`config.mk`:
```
export PLATFORM = sky130hd
export DESIGN_NAME = bip_sequencer
export DESIGN_NICKNAME = d
export VERILOG_FILES = /design/src/rtl/bip_sequencer.sv
export SDC_FILE = /design/constraint.sdc
export NUM_CORES = 1
export LEC_CHECK = 0
export BUFFER_PORTS_ARGS = -buffer_cell sky130_fd_sc_hd__clkbuf_2
export CAP_MARGIN = 20
export CORE_UTILIZATION = 30
export CTS_CLUSTER_SIZE = 40
export DETAILED_ROUTE_END_ITERATION = 7
export PLACE_DENSITY_LB_ADDON = 0.25
export SLEW_MARGIN = 30
export SYNTH_ARGS = -nofsm -noshare
export SYNTH_HDL_FRONTEND = slang
export SYNTH_SLANG_ARGS = --single-unit
```
`constraint.sdc`:
```
create_clock -name clk -period 1.9 [get_ports clk]
set_input_delay 0.38 -clock clk [delete_from_list [all_inputs] [get_ports clk]]
set_output_delay 0.38 -clock clk [all_outputs]
set_load 0.01 [all_outputs]
```
`src/rtl/bip_sequencer.sv`:
```
// bip_sequencer: multi-cycle fetch/decode/execute controller for the BIP core.
// It fetches instructions over a req/ack handshake and decodes the 5-bit opcode.
// It drives the accumulator, ALU and data-RAM strobes phase by phase.
// It also owns the program counter, the retired-instruction counter and the
// halt/illegal status.
module bip_sequencer #(
  parameter int PC_WIDTH  = 11,
  parameter int CNT_WIDTH = 16
) (
  input  logic                  clk,
  input  logic                  reset,
  input  logic                  start,
  input  logic                  imem_ack,
  input  logic [PC_WIDTH+4:0]   imem_data,
  output logic                  imem_req,
  output logic [PC_WIDTH-1:0]   pc,
  output logic [PC_WIDTH-1:0]   operand,
  output logic [1:0]            SelA,
  output logic                  SelB,
  output logic                  Op,
  output logic                  WrAcc,
  output logic                  WrRam,
  output logic                  RdRam,
  output logic                  busy,
  output logic                  halted,
  output logic                  illegal,
  output logic [CNT_WIDTH-1:0]  instr_count
);

  typedef enum logic [2:0] {
    IDLE, FETCH, DEC, EXEC_RD, EXEC_WB, HALTED
  } seqStateT;

  localparam logic [4:0] OP_HALT = 5'b00000;
  localparam logic [4:0] OP_STO  = 5'b00001;
  localparam logic [4:0] OP_LD   = 5'b00010;
  localparam logic [4:0] OP_LDI  = 5'b00011;
  localparam logic [4:0] OP_ADD  = 5'b00100;
  localparam logic [4:0] OP_ADDI = 5'b00101;
  localparam logic [4:0] OP_SUB  = 5'b00110;
  localparam logic [4:0] OP_SUBI = 5'b00111;

  seqStateT              state, nextState;
  logic [PC_WIDTH+4:0]   ir, nextIr;
  logic [PC_WIDTH-1:0]   nextPc;
  logic [CNT_WIDTH-1:0]  nextCount;
  logic                  nextIllegal;
  logic [4:0]            curOpcode, nextOpcode;

  logic [1:0] nSelA;
  logic       nSelB, nOp, nWrAcc, nWrRam, nRdRam, nReq, nBusy, nHalted;

  assign operand    = ir[PC_WIDTH-1:0];
  assign curOpcode  = ir[PC_WIDTH+4:PC_WIDTH];
  assign nextOpcode = nextIr[PC_WIDTH+4:PC_WIDTH];

  // Next-state and architectural register update for the fetch/decode/execute sequence.
  always_comb begin
    nextState   = state;
    nextIr      = ir;
    nextPc      = pc;
    nextCount   = instr_count;
    nextIllegal = illegal;
    case (state)
      IDLE, HALTED: begin
        if (start) begin
          nextState   = FETCH;
          nextPc      = '0;
          nextCount   = '0;
          nextIllegal = 1'b0;
        end
      end
      FETCH: begin
        if (imem_ack) begin
          nextIr    = imem_data;
          nextState = DEC;
        end
      end
      DEC: begin
        case (curOpcode)
          OP_HALT:                     nextState = HALTED;
          OP_LD, OP_ADD, OP_SUB:       nextState = EXEC_RD;
          OP_STO, OP_LDI, OP_ADDI,
          OP_SUBI:                     nextState = EXEC_WB;
          default: begin
            nextIllegal = 1'b1;
            nextState   = HALTED;
          end
        endcase
      end
      EXEC_RD: nextState = EXEC_WB;
      EXEC_WB: begin
        nextPc    = pc + 1'b1;
        nextCount = (instr_count == '1) ? instr_count : instr_count + 1'b1;
        nextState = FETCH;
      end
      default: nextState = IDLE;
    endcase
  end

  // Decode the strobes for the state being entered, so the registered outputs line up with it.
  always_comb begin
    nSelA   = 2'b00;
    nSelB   = 1'b0;
    nOp     = 1'b0;
    nWrAcc  = 1'b0;
    nWrRam  = 1'b0;
    nRdRam  = 1'b0;
    nReq    = 1'b0;
    nBusy   = 1'b0;
    nHalted = 1'b0;
    case (nextState)
      FETCH: begin
        nReq  = 1'b1;
        nBusy = 1'b1;
      end
      DEC: nBusy = 1'b1;
      EXEC_RD: begin
        nBusy  = 1'b1;
        nRdRam = 1'b1;
        case (nextOpcode)
          OP_ADD: begin
            nSelA = 2'b10;
            nOp   = 1'b1;
          end
          OP_SUB:  nSelA = 2'b10;
          default: nSelA = 2'b00;
        endcase
      end
      EXEC_WB: begin
        nBusy = 1'b1;
        case (nextOpcode)
          OP_STO: nWrRam = 1'b1;
          OP_LD: begin
            nRdRam = 1'b1;
            nWrAcc = 1'b1;
          end
          OP_LDI: begin
            nSelA  = 2'b01;
            nWrAcc = 1'b1;
          end
          OP_ADD: begin
            nRdRam = 1'b1;
            nSelA  = 2'b10;
            nOp    = 1'b1;
            nWrAcc = 1'b1;
          end
          OP_ADDI: begin
            nSelA  = 2'b10;
            nSelB  = 1'b1;
            nOp    = 1'b1;
            nWrAcc = 1'b1;
          end
          OP_SUB: begin
            nRdRam = 1'b1;
            nSelA  = 2'b10;
            nWrAcc = 1'b1;
          end
          OP_SUBI: begin
            nSelA  = 2'b10;
            nSelB  = 1'b1;
            nWrAcc = 1'b1;
          end
          default: ;
        endcase
      end
      HALTED: nHalted = 1'b1;
      default: ;
    endcase
  end

  // State, architectural registers and registered strobes; reset clears all of them at once.
  always_ff @(posedge clk or posedge reset) begin
    if (reset) begin
      state       <= IDLE;
      ir          <= '0;
      pc          <= '0;
      instr_count <= '0;
      illegal     <= 1'b0;
      SelA        <= 2'b00;
      SelB        <= 1'b0;
      Op          <= 1'b0;
      WrAcc       <= 1'b0;
      WrRam       <= 1'b0;
      RdRam       <= 1'b0;
      imem_req    <= 1'b0;
      busy        <= 1'b0;
      halted      <= 1'b0;
    end else begin
      state       <= nextState;
      ir          <= nextIr;
      pc          <= nextPc;
      instr_count <= nextCount;
      illegal     <= nextIllegal;
      SelA        <= nSelA;
      SelB        <= nSelB;
      Op          <= nOp;
      WrAcc       <= nWrAcc;
      WrRam       <= nWrRam;
      RdRam       <= nRdRam;
      imem_req    <= nReq;
      busy        <= nBusy;
      halted      <= nHalted;
    end
  end

endmodule

```
# Word level (Yosys, flattened, before mapping)
# Index checks and enable logic that the tools add are counted.
# totals
register_bits,57
in_bits,20
out_inout_bits,49
word_cells,95
# classes
add_sub_neg,2
eq_ne,28
n_mux,31
reduce_logical,19
# ops
op,n
16-bit 2-to-1 mux,4
5-bit by 3-bit == test with 1-bit output (second input constant),8
16-bit case mux with 2 select lines,1
11-bit case mux with 2 select lines,1
5-bit by 2-bit == test with 1-bit output (second input constant),4
16-bit by 1-bit adder with 16-bit output (second input constant),1
16-bit == test (second input constant),1
3-bit case mux with 5 select lines,1
1-bit 2-to-1 mux,14
3-bit by 2-bit == test with 1-bit output (second input constant),4
3-bit == test (second input constant),4
4-bit OR reduction,3
11-bit by 1-bit adder with 11-bit output (second input constant),1
11-bit 2-to-1 mux,1
5-bit by 1-bit == test with 1-bit output (second input constant),2
2-bit case mux with 2 select lines,2
2-bit OR reduction,4
8-bit OR reduction,1
3-bit by 1-bit == test with 1-bit output (second input constant),2
3-bit 2-to-1 mux,2
2-bit inequality test (second input constant),3
1-bit case mux with 2 select lines,3
3-bit case mux with 2 select lines,1
3-bit AND reduction,2
other kinds (7),10

# Logic depth before layout (Yosys ltp)
# depth
depth_word,7
depth_mapped,7
depth_no_buf,6

# Worst setup path before layout
# No wires, ideal clock.
# synth_timing
kind,flip-flop to flip-flop
start,register instr_count[0]
end,register instr_count[3]
setup_ps,131
arrival_time_ps,1869
t_required_ps,1769
path_slack_ps,-100
stages_incl_launch_ff,7
path_buffers,0
synth_period_minus_slack_ps,2000
cell_sequence,dfrtp_1 -> ha_1 -> nand3_1 -> or4_4 -> and2_4 -> and4_1 -> mux2i_1
# synth_via
elab_chain_len,3
word_cells_on_any_way,6
classes_between,add/sub (1); eq/ne (2); mux (2); reduce/logical (1)
# synth_lines
item,line,text
start: declaration,27,output logic [CNT_WIDTH-1:0] instr_count
start signal: assignment,193,instr_count <= nextCount;
16-bit by 1-bit adder with 16-bit output / 16-bit == test (equally long branches),94,nextCount = (instr_count == '1) ? instr_count : instr_count + 1'b1;
16-bit 2-to-1 mux / 2-bit inequality test (equally long branches),--,
16-bit case mux with 2 select lines / 3-bit AND reduction (equally long branches),--,
# Parallel ways exist; a longest one is shown, timed or not. The select of a mux whose other input is x is not followed.
# A chain may end at the register's enable or synchronous reset.

# Worst setup path after layout
# layout_timing
start,register state[1]
end,register instr_count[10]
# layout_via
elab_chain_len,4
word_cells_on_any_way,9
classes_between,eq/ne (4); mux (1); reduce/logical (4)
# layout_lines
item,line,text
start: declaration,43,"seqStateT state, nextState;"
start signal: assignment,190,state <= nextState;
3-bit == test / 3-bit logical NOT (equally long branches),64,case (state)
2-bit OR reduction,64,
2-bit inequality test (no line) / 2-bit nonzero test (equally long branches),--,
3-bit AND reduction (no line),--,
# Parallel ways exist; a longest one is shown, timed or not.

==> metrics.txt <==
# TYPE chip_impl_metric gauge
chip_impl_metric{name="floorplan.io_pins",unit=""} 69
chip_impl_info{name="path_common_cell",value="sky130_fd_sc_hd__or3_1"} 1
chip_impl_metric{name="hold_viol",unit=""} 0
chip_impl_metric{name="synth_enable_flop_cells",unit=""} 0
chip_impl_metric{name="vias",unit=""} 2203
chip_impl_metric{name="post_route_cells_drive_above_1_share",unit="%"} 39.5
chip_impl_info{name="clock-root-buffer",value="sky130_fd_sc_hd__clkbuf_8"} 1
chip_impl_metric{name="post_drt_via_cell_ratio",unit=""} 4.79
chip_impl_info{name="critical_path.slowest_cell",value="sky130_fd_sc_hd__dfrtp_1"} 1
chip_impl_metric{name="clkSinkCount",unit=""} 57
chip_impl_metric{name="core-area",unit="sq um"} 8810
chip_impl_info{name="dominantRegCellSynth",value="sky130_fd_sc_hd__dfrtp_1"} 1
chip_impl_metric{name="timing.max_cap.violations",unit=""} 0
chip_impl_info{name="synth_common_cells",value="sky130_fd_sc_hd__dfrtp_1 (57), sky130_fd_sc_hd__nor2_1 (24), sky130_fd_sc_hd__nand2_1 (21)"} 1
chip_impl_metric{name="synth_fp_nets",unit=""} 282
chip_impl_metric{name="num_antenna_cells",unit=""} 0
chip_impl_metric{name="timing.critical_path.arrival",unit="ns"} 2.10
chip_impl_info{name="cts_tree",value="yes"} 1
chip_impl_info{name="launch_point_of_the_worst_reg_to_reg_path",value="state[1]"} 1
chip_impl_metric{name="fin_tns_setup",unit="ns"} 0
chip_impl_metric{name="htreeDepth",unit=""} 3
chip_impl_info{name="outcome",value="complete, but fails checks"} 1
chip_impl_metric{name="reg2reg_setup_slack",unit="ns"} 0.07
chip_impl_metric{name="drt_iter0_drc",unit=""} 112
chip_impl_metric{name="final_period_minus_worst_setup_slack",unit="ns"} 1.83
chip_impl_metric{name="timing.max_slew.rel_slack",unit="%"} 76.2
chip_impl_metric{name="final_wl",unit="um"} 6140
chip_impl_info{name="worstSetupPathType",value="flip-flop to flip-flop"} 1
chip_impl_info{name="worst_hold_path_type",value="input port to async pin"} 1
chip_impl_info{name="rsz_0062_raised_after_global_routing",value="true"} 1
chip_impl_metric{name="clock_insertion_delay_worst_skew",unit="ns"} 0.34
chip_impl_metric{name="placed_cells",unit=""} 443
chip_impl_metric{name="antenna_found_initial",unit=""} 0
chip_impl_info{name="timing.critical_path.cells",value="or3b_1, or3_1, or3_1, a21oi_1"} 1
chip_impl_metric{name="finalSetupViolCount",unit=""} 0
chip_impl_metric{name="irDropWorstVdd",unit="mV"} 0.543
chip_impl_metric{name="die_area",unit="sq um"} 9540
chip_impl_metric{name="fin_total_pwr",unit="mW"} 4.37
chip_impl_info{name="synth_top_cell_by_area",value="sky130_fd_sc_hd__dfrtp_1"} 1
chip_impl_info{name="regToRegEndpoint",value="instr_count[10]"} 1
chip_impl_metric{name="drv_slew",unit=""} 0
chip_impl_info{name="critPathCaptureType",value="flip-flop"} 1
chip_impl_metric{name="synth_top_area_share",unit="%"} 52.0
chip_impl_metric{name="multi_input_area",unit="sq um"} 1200
chip_impl_metric{name="detail_route.first_pass.iterations",unit=""} 8
chip_impl_metric{name="final.fill_count",unit=""} 894
chip_impl_metric{name="initial_core_util",unit="%"} 31.2
chip_impl_metric{name="skew",unit="ns"} 0.0114
chip_impl_metric{name="dieWidth",unit="um"} 97.7
chip_impl_metric{name="worst_ep_required",unit="ns"} 2.17
chip_impl_metric{name="stdcell_count",unit=""} 460
chip_impl_metric{name="fin_crit_sh",unit="%"} 96.4
chip_impl_info{name="cp-start-kind",value="flip-flop"} 1
chip_impl_metric{name="place.detailed.hpwl",unit="um"} 4350
chip_impl_metric{name="register_area",unit="sq um"} 1430
chip_impl_metric{name="worstMarginPinSlew",unit="ns"} 0.355
chip_impl_metric{name="path_clk_slew",unit="ns"} 0.07
chip_impl_metric{name="reg2regPathDepth",unit=""} 4
chip_impl_metric{name="track_usage",unit="%"} 13.8
chip_impl_metric{name="path_depth",unit=""} 4
chip_impl_metric{name="placed_cell_area",unit="sq um"} 3330
chip_impl_metric{name="drt.antenna.violating_nets",unit=""} 0
chip_impl_info{name="crit_family",value="simple AND/OR/NAND/NOR gates"} 1
chip_impl_metric{name="ys_seq_area_share",unit="%"} 52.0
chip_impl_info{name="yosys-top-cells-area",value="sky130_fd_sc_hd__dfrtp_1 (52%), sky130_fd_sc_hd__mux2_2 (6.2%), sky130_fd_sc_hd__buf_4 (3.6%)"} 1
chip_impl_metric{name="area_growth",unit="%"} 28.3
chip_impl_metric{name="post_drt_wl_per_cell",unit="um"} 13.3
chip_impl_metric{name="syn_area_per_cell",unit="sq um"} 10.6
chip_impl_metric{name="routabilityCongestion",unit=""} 0.772
chip_impl_metric{name="grt_pass1_wl",unit="um"} 10300
chip_impl_metric{name="netlist-cell-type-count",unit=""} 45
chip_impl_metric{name="nNetsFinal",unit=""} 369
chip_impl_metric{name="critPathMaxStageDelay",unit="ns"} 0.45
chip_impl_metric{name="cts_made_buffers",unit=""} 9
chip_impl_metric{name="p_per_area",unit="nW/um^2"} 1240
chip_impl_info{name="violations",value="design-rule violations"} 1
chip_impl_info{name="synthMostInstantiatedCell",value="sky130_fd_sc_hd__dfrtp_1"} 1
chip_impl_metric{name="summed_area_of_non_filler_cells_in_the_final_layout",unit="sq um"} 3520
chip_impl_metric{name="syn_area",unit="sq um"} 2750
chip_impl_metric{name="synth-async-reset-ratio",unit="%"} 100
chip_impl_metric{name="std_cell_rows",unit=""} 34
chip_impl_metric{name="cts-root-to-sink-buffers",unit=""} 2
chip_impl_metric{name="die_h",unit="um"} 97.7
chip_impl_metric{name="post_synth_inst_count",unit=""} 260
chip_impl_metric{name="globalRouteOverflowTotal",unit=""} 0
chip_impl_metric{name="synth.yosys.warnings",unit=""} 0
chip_impl_metric{name="synth-seq-cells",unit=""} 57
chip_impl_metric{name="max_freq",unit="MHz"} 546
chip_impl_metric{name="critPathMaxFanout",unit=""} 4
chip_impl_metric{name="drt_drc_violations_left",unit=""} 6
chip_impl_metric{name="total_leakage_power",unit="nW"} 1.68
chip_impl_metric{name="grt_start_max_net_pins",unit=""} 58
chip_impl_metric{name="timing.critical_path.buf_inv",unit=""} 0
chip_impl_metric{name="first_global_vias",unit=""} 2123
chip_impl_metric{name="placement.io_buffers",unit=""} 68
-- final cells by class --
cell class	count	share of cell area (%)
Sequential cell	57	40.5
Inverter	5	0.533
Multi-Input combinational cell	178	34.2
Tap cell	108	3.84
Clock buffer	11	4.01
Timing Repair Buffer	96	16.0
Clock inverter	5	0.888
-- layout by cell type, fill, tap and decap left out, drive strengths merged, types with 2 or more instances in the layout --
cell,Yosys,routed
xor2,7,7
o2111ai,2,2
o31ai,3,3
nand2b,5,5
a211oi,3,3
xnor2,5,5
dfrtp,57,57
nand4,8,8
clkbuf,2,79
a31oi,2,2
nor2b,6,6
and3,4,4
buf,18,28
nand3,7,7
mux2,15,15
ha,2,2
and4,3,3
o21ai,19,19
nor2,24,24
or3,2,2
and2,4,4
mux2i,4,4
a2111oi,2,2
nor3b,6,6
nand2,21,21
a21oi,7,7
nor3,5,5
inv,5,5
clkinv,0,4
o211ai,2,2
-- routing by layer --
metal | vias up | track usage (%) | part of all wire (%)
li1 | 1089 | - | -
met1 | 1055 | 18.3 | 47
met2 | 50 | 20.8 | 47
met3 | 9 | 4.82 | 4.8
met4 | 0 | 5.24 | 1.3
met5 | - | 0 | 0
-- stage by stage --
| step | hold slack (ns) | util [%] | worst slack [ns] |
|---|---|---|---|
| after CTS | 0.0737 | 39.8 | 0.0377 |
| after detailed placement | 0.452 | 37.8 | 0.0443 |
| after global placement | 0.449 | 37.8 | 0.0654 |
| after global routing | 0.0920 | 40.0 | -0.00281 |
| after floorplan | 0.482 | - | -0.00481 |
| final | 0.0764 | 40.0 | 0.0679 |
-- worst register-to-register path: cells and delay by family (launching register included) --
family / cells / cell delay (ns)
compound gates: 1 / 0.14
simple gates: 3 / 1.18
flops: 1 / 0.45
-- power by group --
group,internal (mW),switching (mW)
combinational,0.800,0.842
clock,0.504,0.509
sequential,1.51,0.199
total,2.82,1.55
-- what timing repair did --
action / in CTS / in global routing
setup buffers: 0 / 1
setup endpoints to repair: 0 / 7
hold buffers: 0 / 0
gates resized for setup: 0 / 2
-- kinds of logic (layout without fill, tap and decap cells) --
group | after synthesis | count (layout) | share of synthesized area [%]
simple gates | 101 | 101 | 20.0
flops | 57 | 57 | 52.0
compound gates | 44 | 44 | 10.3
buf+inv | 25 | 117 | 5.38
mux | 19 | 19 | 7.61
xor+xnor | 12 | 12 | 3.83
fa+ha+maj | 2 | 2 | 0.911
-- flip-flops by register name (all words and copies together) (netlist names), 2 cells and up --
register     flops
SelA             2
instr_count     16
ir              16
pc              11
state            3
-- worst max path at each step --
stage / from / endpoint
floorplan: reset / instr_count[0]
detailed placement: imem_ack / SelA[0]
global placement: imem_ack / SelA[0]
global route: state[1] / SelA[0]
CTS: instr_count[0] / instr_count[10]
finish: state[1] / instr_count[10]
No activity file was read; power rests on OpenSTA's default activity.
